### src/rtl/cnn_pkg.sv
// Shared types and defaults for the CNN classifier datapath.
// Holds the argmax FSM encoding and fc3 output-layer sizing.
package cnn_pkg;

  typedef enum logic [1:0] {
    IDLE,
    SCAN,
    DONE
  } argmax_state_t;

  localparam int CNN_SCORE_W = 22;
  localparam int CNN_N_CLASS = 10;

  function automatic int idx_width(input int n);
    return (n > 1) ? $clog2(n) : 1;
  endfunction

endpackage

### src/rtl/layer_argmax_if.sv
// Score-vector in / argmax-result out handshake bundle.
// master drives vectors and out_ready; slave is the argmax block.
interface layer_argmax_if
  import cnn_pkg::*;
#(
  parameter int SCORE_W = CNN_SCORE_W,
  parameter int N_CLASS = CNN_N_CLASS
);

  localparam int IDX_W = idx_width(N_CLASS);

  logic               in_valid;
  logic               in_ready;
  logic [SCORE_W-1:0] scores [N_CLASS];
  logic               out_valid;
  logic               out_ready;
  logic [IDX_W-1:0]   class_idx;
  logic [SCORE_W-1:0] max_score;
  logic               tie;

  modport master (
    output in_valid,
    output scores,
    output out_ready,
    input  in_ready,
    input  out_valid,
    input  class_idx,
    input  max_score,
    input  tie
  );

  modport slave (
    input  in_valid,
    input  scores,
    input  out_ready,
    output in_ready,
    output out_valid,
    output class_idx,
    output max_score,
    output tie
  );

endinterface

### src/rtl/layer_argmax.sv
// Captures a vector of fc3 scores and serially scans for the max.
// One unsigned compare per cycle; lowest index wins on a tie.
module layer_argmax
  import cnn_pkg::*;
#(
  parameter int SCORE_W = CNN_SCORE_W,
  parameter int N_CLASS = CNN_N_CLASS
) (
  input logic          clk,
  input logic          rst_n,
  layer_argmax_if.slave bus
);

  localparam int IDX_W = idx_width(N_CLASS);
  localparam logic [IDX_W-1:0] LAST  = IDX_W'(N_CLASS - 1);
  localparam logic [IDX_W-1:0] FIRST =
    IDX_W'((N_CLASS > 1) ? 1 : 0);

  argmax_state_t      state;
  argmax_state_t      state_nxt;
  logic [SCORE_W-1:0] sreg [N_CLASS];
  logic [SCORE_W-1:0] best;
  logic [SCORE_W-1:0] best_nxt;
  logic [IDX_W-1:0]   idx;
  logic [IDX_W-1:0]   idx_nxt;
  logic [IDX_W-1:0]   ptr;
  logic [IDX_W-1:0]   ptr_nxt;
  logic               tie;
  logic               tie_nxt;
  logic               accept;
  logic [SCORE_W-1:0] cur;

  assign accept = bus.in_valid && (state == IDLE);
  assign cur    = sreg[ptr];

  // FSM state register
  always_ff @(posedge clk or negedge rst_n) begin
    if (!rst_n) begin
      state <= IDLE;
    end else begin
      state <= state_nxt;
    end
  end

  // FSM next-state: capture, scan to the last entry, hand off
  always_comb begin
    state_nxt = state;
    unique case (1'b1)
      state == IDLE: begin
        if (accept) begin
          state_nxt = (N_CLASS == 1) ? DONE : SCAN;
        end
      end
      state == SCAN: begin
        if (ptr == LAST) begin
          state_nxt = DONE;
        end
      end
      state == DONE: begin
        if (bus.out_ready) begin
          state_nxt = IDLE;
        end
      end
      default: state_nxt = IDLE;
    endcase
  end

  // FSM outputs: handshake flags and the running result
  always_comb begin
    bus.in_ready  = (state == IDLE);
    bus.out_valid = (state == DONE);
    bus.class_idx = idx;
    bus.max_score = best;
    bus.tie       = tie;
  end

  // Compare/update step; equal keeps the earlier index
  always_comb begin
    best_nxt = best;
    idx_nxt  = idx;
    tie_nxt  = tie;
    ptr_nxt  = ptr;
    if (accept) begin
      best_nxt = bus.scores[0];
      idx_nxt  = '0;
      tie_nxt  = 1'b0;
      ptr_nxt  = FIRST;
    end else if (state == SCAN) begin
      if (cur > best) begin
        best_nxt = cur;
        idx_nxt  = ptr;
        tie_nxt  = 1'b0;
      end else if (cur == best) begin
        tie_nxt  = 1'b1;
      end
      if (ptr != LAST) begin
        ptr_nxt = ptr + IDX_W'(1);
      end
    end
  end

  // Result and scan-pointer registers
  always_ff @(posedge clk or negedge rst_n) begin
    if (!rst_n) begin
      best <= '0;
      idx  <= '0;
      tie  <= 1'b0;
      ptr  <= '0;
    end else begin
      best <= best_nxt;
      idx  <= idx_nxt;
      tie  <= tie_nxt;
      ptr  <= ptr_nxt;
    end
  end

  // Score capture, only on the accept edge
  always_ff @(posedge clk or negedge rst_n) begin
    if (!rst_n) begin
      for (int i = 0; i < N_CLASS; i++) begin
        sreg[i] <= '0;
      end
    end else if (accept) begin
      for (int i = 0; i < N_CLASS; i++) begin
        sreg[i] <= bus.scores[i];
      end
    end
  end

endmodule

### src/flat_wrapper.sv
// flat-port wrapper written by rule: the top's interface ports become plain ports
module layer_argmax_flat import cnn_pkg::*;
#(
  parameter int SCORE_W = CNN_SCORE_W,
  parameter int N_CLASS = CNN_N_CLASS
)
  (clk, rst_n, bus_in_valid, bus_scores, bus_out_ready, bus_in_ready, bus_out_valid, bus_class_idx, bus_max_score, bus_tie);
  layer_argmax_if #(.SCORE_W(SCORE_W), .N_CLASS(N_CLASS)) bus_i ();
  input logic clk;
  input logic rst_n;
  input wire logic [$bits(bus_i.in_valid)-1:0] bus_in_valid;
  input wire logic [$bits(bus_i.scores)-1:0] bus_scores;
  input wire logic [$bits(bus_i.out_ready)-1:0] bus_out_ready;
  output wire logic [$bits(bus_i.in_ready)-1:0] bus_in_ready;
  output wire logic [$bits(bus_i.out_valid)-1:0] bus_out_valid;
  output wire logic [$bits(bus_i.class_idx)-1:0] bus_class_idx;
  output wire logic [$bits(bus_i.max_score)-1:0] bus_max_score;
  output wire logic [$bits(bus_i.tie)-1:0] bus_tie;
  assign bus_i.in_valid = bus_in_valid;
  assign bus_i.scores = {>>{bus_scores}};
  assign bus_i.out_ready = bus_out_ready;
  assign bus_in_ready = bus_i.in_ready;
  assign bus_out_valid = bus_i.out_valid;
  assign bus_class_idx = bus_i.class_idx;
  assign bus_max_score = bus_i.max_score;
  assign bus_tie = bus_i.tie;
  layer_argmax #(.SCORE_W(SCORE_W), .N_CLASS(N_CLASS)) u_core (.clk(clk), .rst_n(rst_n), .bus(bus_i));
endmodule
### config.mk
export PLATFORM = sky130hd
export DESIGN_NAME = layer_argmax_flat
export DESIGN_NICKNAME = d
export VERILOG_FILES = /design/src/rtl/cnn_pkg.sv /design/src/rtl/layer_argmax_if.sv /design/src/rtl/layer_argmax.sv /design/src/flat_wrapper.sv
export SDC_FILE = /design/constraint.sdc
export NUM_CORES = 1
export LEC_CHECK = 0
export ABC_AREA = 1
export ABC_CLOCK_PERIOD_IN_PS = 3300
export CORE_MARGIN = 4
export CORE_UTILIZATION = 40
export CTS_CLUSTER_DIAMETER = 200
export DETAILED_ROUTE_END_ITERATION = 8
export PLACE_DENSITY = 0.69
export SYNTH_ARGS = -nofsm -noshare
export SYNTH_HDL_FRONTEND = slang
export SYNTH_SLANG_ARGS = --single-unit
### constraint.sdc
create_clock -name clk -period 3.3 [get_ports clk]
set_input_delay 0.66 -clock clk [delete_from_list [all_inputs] [get_ports clk]]
set_output_delay 0.66 -clock clk [all_outputs]
set_load 0.005 [all_outputs]
==> results of run 1 <==
==> cells by family (layout without fill, tap and decap cells) <==
family | after synthesis | in the layout | share of synthesized area, %
AOI/OAI and AO/OA | 169 | 169 | 8.148
xor gates and xnor gates | 1 | 1 | 0.06948
adders and majority gates | 24 | 24 | 2.382
buffers and inverters | 232 | 462 | 7.830
DFF | 253 | 253 | 50.22
and+or+nand+nor | 1002 | 1002 | 31.35
==> metal layers <==
| metal | up-vias | track usage (%) |
|---|---|---|
| li1 | 5646 | - |
| met3 | 95 | 3.420 |
| met5 | - | 0 |
| met2 | 423 | 37.71 |
| met1 | 5525 | 32.31 |
| met4 | 2 | 8.919 |
==> layout by cell type (no fill, tap or decap), types with 6 or more instances in the layout <==
cell | Yosys | layout
clkbuf_8 | 0 | 6
ha_1 | 24 | 24
buf_4 | 6 | 20
clkdlybuf4s50_1 | 0 | 251
dfrtp_1 | 253 | 252
nor2_1 | 54 | 54
o21ai_0 | 93 | 93
bufinv_16 | 0 | 6
clkbuf_16 | 0 | 28
o211ai_1 | 66 | 66
nand2_1 | 835 | 835
buf_12 | 0 | 10
nand3_1 | 100 | 100
inv_1 | 128 | 127
==> repair_timing <==
item / 4_1_cts / 5_1_grt
resized for setup: 0 / 1
setup buffers: 0 / 4
endpoints found under the setup margin: 0 / 24
==> registers in the layout (all words and copies together), names as in the netlist <==
name and flops:
u_core.bus.class_idx 4, u_core.ptr 4, u_core.sreg 220, u_core.state 2, u_core.bus.max_score 22, u_core.bus.tie 1
==> how the worst max path moves through the flow <==
| stage | startpoint | end | slack (ps) |
|---|---|---|---|
| after floorplan | u_core.ptr[0]$_DFFE_PN0P_ | u_core.bus.max_score[3]$_DFFE_PN0P_ | 780 |
| after global placement | u_core.ptr[0]$_DFFE_PN0P_ | u_core.bus.max_score[14]$_DFFE_PN0P_ | 220 |
| after detailed placement | u_core.ptr[0]$_DFFE_PN0P_ | u_core.bus.max_score[9]$_DFFE_PN0P_ | 100 |
| after CTS | u_core.ptr[0]$_DFFE_PN0P_ | u_core.bus.max_score[9]$_DFFE_PN0P_ | 80 |
| after global routing | u_core.ptr[0]$_DFFE_PN0P_ | u_core.bus.max_score[9]$_DFFE_PN0P_ | 6 |
| final | u_core.ptr[0]$_DFFE_PN0P_ | u_core.bus.max_score[9]$_DFFE_PN0P_ | 220 |
==> power by group <==
group | switching, mW | internal, mW
clock network | 1.24 | 2.10
logic | 5.40 | 3.19
registers | 0.795 | 4.60
total | 7.43 | 9.89
==> cell usage after synthesis <==
library cell / n / area, sq um
o22ai_1: 1 / 6.260
nand2_1: 835 / 3134
a21o_1: 1 / 7.510
nor3_1: 2 / 10.01
o21bai_1: 1 / 7.510
nor2_1: 54 / 202.7
buf_2: 54 / 270.3
buf_6: 2 / 22.52
dfrtp_1: 253 / 6331
ha_1: 24 / 300.3
a21oi_1: 4 / 20.02
inv_2: 3 / 11.26
nand2_2: 4 / 25.02
buf_4: 6 / 45.04
nand4_1: 1 / 6.260
a21oi_2: 2 / 17.52
o21ai_0: 93 / 465.5
buf_8: 1 / 15.01
nand3_2: 1 / 10.01
buf_1: 13 / 48.80
o31ai_1: 1 / 7.510
inv_1: 128 / 480.5
nand2_4: 1 / 11.26
xor2_1: 1 / 8.760
nor2_4: 2 / 22.52
nor3_2: 1 / 10.01
nand2_8: 1 / 20.02
clkbuf_1: 25 / 93.84
o211ai_1: 66 / 495.5
nand3_1: 100 / 500.5
==> cell type report <==
type	count	area, sq um	area share (%)
inverters	131	499.2	3.021
clock buffers	37	773.2	4.679
clock inverters	11	210.2	1.272
flip-flops and latches	253	6335	38.33
well taps	396	495.5	2.998
repair buffers	283	2903	17.56
multi-input cells	1196	5311	32.14
==> worst max-delay path, cell delays in order, from the launching register on <==
cell     delay (ps)
dfrtp_4         510
buf_12          200
nor2_1          120
nor2_1           50
nand2_1         150
nand3_1         190
nand3_1         130
nand2_1         100
ha_1            310
nand2_1          60
nand2_1          50
nand2_1          70
nand2_1          60
nand2_1          60
nand2_1          70
nand2_1         110
nand3_2         170
nand2_8         180
buf_4           220
nand3_1         100
nand2_1         110
==> per-stage QoR <==
step                      hold WS [ps]  std cells  total power, mW  area (sq um)
after floorplan                  364.4       1681            11.00         12610
after global placement           462.4       2255            13.49         15490
after detailed placement         465.2       2255            13.71         15490
after CTS                        111.3       2303            17.12         16470
after global routing             126.4       2307            18.74         16530
final                            100.8       2307            17.33         16530
==> results.yml, run 1 <==
cts:
  cts.root.buffer_cell: "clkbuf_16"
  cts_tree: "built"
  clkLatencyLatePin_ps: 530
  cts.sinks: 253
  htree_levels: 1
  cts_hold_buf: 0
  cts_buffers: 27
  clk_pin_slew_worst_paths_ps: 60
  cts_buffer_depth: 3
floorplan:
  chipHeight_um: 185.5
  die_x_um: 185.5
  rows: 64
  coreArea_sq_um: 30830
  start_util_pct: 40.89
  num_io_pins: 253
  die_area_sq_um: 34420
timing:
  fmax_mhz: 324.9
  clock_skew_ps: 13.12
  max-slew-margin-rel_pct: 55.98
  fin_crit_sh_pct: 93.26
  finalCriticalPeriod_ps: 3078
  worst_slack_ps: 222.4
  slew_viol_final: 0
  rsz0062_at_grt: "no"
  worst_pin_slew_ps: 660.4
  final_hold_viol_count: 0
  fin_tns_setup_ps: 0
  setup_viol_count_final: 0
worst_setup_path:
  crit_type: "reg2reg"
  cp-start-kind: "register"
  endpoint_kind: "register"
  reg2reg_to: "u_core.bus.max_score[9]$_DFFE_PN0P_"
  r2r_setup_slack_ps: 220
  rr_startpoint: "u_core.ptr[0]$_DFFE_PN0P_"
  path_max_fanout: 57
  required_ps: 3760
  r2r_cells: 20
  worstPathArrival_ps: 3540
finish:
  nNetsFinal: 2140
  n_antenna_cell: 0
  area_growth_pct: 31.09
  final_core_util_pct: 53.61
  drive_gt1_share_pct: 4.867
  fillers: 2871
synthesis:
  avgSynthCellArea_sq_um: 7.500
  syn_nets: 1929
  ys_types: 30
  synthCells: 1681
  netlist_area_sq_um: 12610
  synth_warnings: 0
  ys_seq_elements: 253
  ys_seq_area_share_pct: 50.22
route:
  m1WireLength_um: 17600
  antenna_left: 0
  wl_per_cell_um: 17.90
  wl_met2_um: 19140
  wl_met3_um: 2752
  first_pass_iters: 5
  drc: 0
  drt_iter0_markers: 1142
  dr.max_layer_used: "met5"
  viasPerCell: 5.068
  vias: 11690
  routed_wl_um: 41290
global_routing:
  grt_max_degree: 136
  antenna_found_initial: 1
  grt_overflow_total: 0
  grt_pass1_vias: 11800
  track_usage_pct: 23.43
  grt_pass1_wl_um: 63670
hold_path:
  hold_path_class: "in2async"
status:
  outcome: "complete, no violations"
placement:
  dpl_worst_slack_ps: 95.94
  portBuffers: 252
  place_congestion: 0.9314
  hpwl_um: 30110
job:
  maxCapViolations: 0
power_and_ir_drop:
  irDropWorstVdd_mv: 0.4816
  leakagePower_nw: 8.314
  power_density_nw_per_um2: 1048
Note: power is estimated with default switching activity, not from simulation.
==> run 2, diff against run 1 <==
Settings changed: SETUP_SLACK_MARGIN set to 0.1.
==> run 2 against run 1 <==
  * Clock-buffer cell count did not move
  * Die area did not move
  * Register-to-register slack improved by 40 ps
  * First-iteration DRC count up 6.0%
  * Via count increased by 1.2%
==> results.yml, run 2 (synthesized netlist as in run 1, its figures left out) <==
timing:
  rsz0062_at_grt: "no"
  setup_viol_count_final: 0
  worst_pin_slew_ps: 663.2
  worst_slack_ps: 266.5
  fmax_mhz: 329.6
  final_hold_viol_count: 0
  slew_viol_final: 0
  fin_crit_sh_pct: 91.93
  finalCriticalPeriod_ps: 3034
  max-slew-margin-rel_pct: 55.79
  clock_skew_ps: 15.29
  fin_tns_setup_ps: 0
worst_setup_path:
  path_common_cell: "nand2_1"
  slowest_stage: "dfrtp_4"
  endpoint_kind: "register"
  cp_num_buf_inv: 3
  path_max_fanout: 29
  crit_path_cell_trace: "buf_16 > buf_6 > nor2_1 > nor2_1 > nand2_1 > nand3_2 > nand3_1 > nand2_2 > ha_4 > nand2_1 > nor2_1 > nand2_1 > nor2_4 > nand2_2 > nand3_4 > nand2_8 > buf_8 > nand3_1 > nand2_1"
  crit_family: "simple AND/OR/NAND/NOR gates"
  crit_type: "reg2reg"
  worstPathArrival_ps: 3450
  cp-start-kind: "register"
  required_ps: 3720
  slowest_delay_ps: 530
power_and_ir_drop:
  power_mw: 17.73
  leakagePower_nw: 8.371
  irDropWorstVdd_mv: 0.4815
  power_density_nw_per_um2: 1064
route:
  wl_per_cell_um: 18.06
  routed_wl_um: 41790
  drc: 0
  antenna_left: 0
  first_pass_iters: 5
  drt_iter0_markers: 1211
  viasPerCell: 5.111
  vias: 11830
cts:
  cts_buffer_depth: 3
  cts_hold_buf: 0
  cts.sinks: 253
  cts_tree: "built"
  cts_buffers: 27
  clkLatencyLatePin_ps: 530
  htree_levels: 1
  clk_pin_slew_worst_paths_ps: 60
  cts.root.buffer_cell: "clkbuf_16"
global_routing:
  antenna_found_initial: 1
  track_usage_pct: 23.43
  grt_pass1_wl_um: 63680
  grt_pass1_vias: 11790
  grt_max_degree: 136
  grt_overflow_total: 0
placement:
  portBuffers: 252
  dpl_worst_slack_ps: 95.94
  place_congestion: 0.9314
  hpwl_um: 30110
finish:
  mostFrequentLayoutCells: "nand2_1 (832), dfrtp_1 (252), clkdlybuf4s50_1 (251)"
  largest_reg_flops: 220
  final_common_cell: "nand2_1"
  area_growth_pct: 32.20
  regMostFlops: "u_core.sreg"
  nNetsFinal: 2147
  fillers: 2859
  n_antenna_cell: 0
  drive_gt1_share_pct: 5.527
floorplan:
  coreArea_sq_um: 30830
  chipHeight_um: 185.5
  rows: 64
  die_area_sq_um: 34420
  num_io_pins: 253
  start_util_pct: 40.89
  die_x_um: 185.5
status:
  outcome: "complete, no violations"
hold_path:
  hold_path_class: "in2async"
job:
  maxCapViolations: 0
run 2: what timing repair did:
action / 4_1_cts / 5_1_grt
pin swaps: 0 / 5
setup buffers: 0 / 7
setup endpoints to repair: 4 / 24
resized for setup: 1 / 12
cloned: 0 / 4
run 2: through the flow:
stage | instance area (sq um) | cells | util [%] | hold WS, ps
after CTS | 16480 | 2303 | 53.45 | 111.3
final | 16670 | 2314 | 54.06 | 99.76
after global placement | 15490 | 2255 | 50.24 | 462.4
after global routing | 16670 | 2314 | 54.06 | 127.3
after floorplan | 12610 | 1681 | - | 364.4
after detailed placement | 15490 | 2255 | 50.24 | 465.2
run 2: final timing paths:
path / startpoint / cells after the start / slack (ps) / to
max in group asynchronous: rst_n / 2 / 2290 / u_core.sreg[31]$_DFFE_PN0P_
min in group clk: u_core.sreg[26]$_DFFE_PN0P_ / 2 / 480 / u_core.sreg[26]$_DFFE_PN0P_
worst max register to register: u_core.ptr[0]$_DFFE_PN0P_ / 19 / 270 / u_core.bus.max_score[9]$_DFFE_PN0P_
worst max-delay path: u_core.ptr[0]$_DFFE_PN0P_ / 19 / 270 / u_core.bus.max_score[9]$_DFFE_PN0P_
worst min-delay path: rst_n / 1 / 100 / u_core.sreg[74]$_DFFE_PN0P_
worst min register to register: u_core.sreg[26]$_DFFE_PN0P_ / 2 / 480 / u_core.sreg[26]$_DFFE_PN0P_
run 2: cell type report:
class / count / area, sq um / area share [%]
Sequential cell: 253 / 6335 / 38.01
Multi-Input combinational cell: 1198 / 5376 / 32.26
Timing Repair Buffer: 288 / 2977 / 17.86
Clock buffer: 37 / 773.2 / 4.640
Inverter: 131 / 499.2 / 2.995
Tap cell: 396 / 495.5 / 2.973
Clock inverter: 11 / 210.2 / 1.261
run 2: power breakdown:
group	switching (mW)	internal [mW]	total [mW]
clock network	1.24	2.10	3.34
registers	0.793	4.60	5.40
logic	5.60	3.39	8.99
run 2: layer usage:
layer / routed length [um] / GRT usage (%)
met5: 13 / 0
met4: 1851 / 8.919
met3: 3266 / 3.420
met2: 19280 / 37.74
met1: 17370 / 32.30
==> run 3, diff against run 2 <==
--- a/constraint.sdc
+++ b/constraint.sdc
@@ -3,2 +3,2 @@
 set_output_delay 0.66 -clock clk [all_outputs]
-set_load 0.005 [all_outputs]
+set_load 0.05 [all_outputs]
==> results of run 3 <==
The final DEF is identical to that of run 2. Status: complete, no violations.
Among the figures that moved: total power 17.73 mW -> 18.26 mW
==> RTL edit: new RTL, config.mk and constraints of run 1 <==
Re-encode `argmax_state_t` (3 states) as one-hot, 3 bits wide.
--- a/src/rtl/cnn_pkg.sv
+++ b/src/rtl/cnn_pkg.sv
@@ -2,10 +2,10 @@
 // Holds the argmax FSM encoding and fc3 output-layer sizing.
 package cnn_pkg;
 
-  typedef enum logic [1:0] {
-    IDLE,
-    SCAN,
-    DONE
+  typedef enum logic [2:0] {
+    IDLE = 3'b001,
+    SCAN = 3'b010,
+    DONE = 3'b100
   } argmax_state_t;
 
   localparam int CNN_SCORE_W = 22;
Function: same outputs for any inputs over 4 cycles, from zero or initial values and one cycle with rst_n low; so few cycles prove little.
==> RTL edit against run 1 <==
  * Wire length decreased by 1.2%
  * Via count fell by 1.0%
  * Sequential cell count is 1 higher
  * Utilization decreased by 1.4 points
  * Synthesized area up 1.9%
  * Setup slack gained 14 ps
  * Clock power is 4% lower
  * Combinational power shrank 12%
  * Sequential power decreased by 4%
  * Power is 7.7% lower
  * Final area is essentially flat
  * First-iteration DRC count decreased by 8.6%
  * Global-route usage shrank 0.72 points
  * Critical path type unchanged
  * Largest power group unchanged
==> RTL edit: results (changes against run 1) <==
----------------------------------------------------
[Synth]
  Number of nets in the synthesized netlist ... 1,932 (+0.16%)
  Share of the synthesized area in compound gates (AO/OA/AOI/OAI) ... 9.77% (+1.6 points)
  Most used standard cells in the synthesized netlist ... 657 x sky130_fd_sc_hd__nand2_1, 253 x sky130_fd_sc_hd__dfrtp_1, 216 x sky130_fd_sc_hd__inv_1

[Cells and area]
  Multi-input combinational gate total ... 1,108 (-7.4%)
  Multi-input gate share of the layout cell area ... 30.5% (-1.7 points)
  Signal buffers share of area ... 17.2% (-0.41 points)
  Count of clock buffers in the final design ... 45 (+22%)
  Ratio of cells with drive above 1 in the final layout ... 5.12% (+0.26 points)
  Number of standard cells in the final layout excluding fillers ... 2,315 (+0.35%)
  Portion of the layout cell area used by clock cells ... 5.82% (-0.13 points)
  Final Core Density ... 52.2% (-1.4 points)
  Non-CTS buffers ... 279 (-1.4%)
  Area used by sequential logic in the layout ... 6360 um2 (+0.43%)

[GRT]
  Met3 Usage GRT ... 4.22% (+0.80 points)
  Initial antenna violation count ... 0 (-1)
  Via count of the first global-routing pass ... 11,369 (-3.6%)
  Overall global routing resource usage ... 22.7% (-0.72 points)
  Global routing met1 resource utilization ... 33.1% (+0.74 points)

[Pwr]
  Cell-internal power ... 9.21 mW (-6.9%)
  Worst IR Drop VDD ... 508 uV (+5.4%)

[Placed design]
  Post-placement worst setup slack ... 268 ps (+172 ps)
  Post-detailed-placement half-perimeter wirelength ... 30.2 mm (+0.13%)

[Timing]
  Period Utilization, post-route ... 92.9% (-0.41 points)
  Clock tree skew after final layout ... 18.5 ps (+5.34 ps)
  Least-Margin Pin Slew ... 744 ps (+84.0 ps)

[Detailed routing]
  Wire length per cell ... 17.6 um (-1.6%)
  First DRT Iteration DRCs ... 1,044 (-8.6%)
  Vias ... 11,573 (-1.0%)

[Critical path]
  Max Fanout on Critical Path ... 36 (-37%)
  Register-to-Register Path Depth ... 18 (-10%)

[Run status]
  Status ... complete, no violations

----------------------------------------------------
-- RTL edit: changes by cell type in the layout (fill, tap and decap cells not counted), sizes merged, moves of 3 or more --
cell    delta
o211ai    -44
o21ai    +109
a21oi      +3
clkbuf     +7
nand3     +67
inv       +90
bufinv     -5
nand2    -179
buf        -3
nor2      -46
-- RTL edit: layer usage --
layer,up-vias,part of all wire (%)
met5,-,0
met4,0,3.0
met2,442,44
met1,5403,45
li1,5663,-
met3,65,8.2
-- RTL edit: how the worst min path moves through the flow --
stage	to	cells past startpoint	slack, ps
finish	u_core.sreg[0]	1	120
global placement	u_core.sreg[209]	2	450
detailed placement	u_core.sreg[13]	2	460
CTS	u_core.sreg[0]	1	150
global route	u_core.sreg[23]	1	170
floorplan	u_core.bus.class_idx[0]	0	360
-- RTL edit: power by group through the flow --
stage	logic (mW)	registers, mW	clock network [mW]
finish	7.59	5.21	3.20
global route	8.70	5.34	3.38
CTS	7.57	5.20	3.25
detailed placement	7.52	5.24	0
global placement	7.40	5.20	0
floorplan	5.29	5.07	0
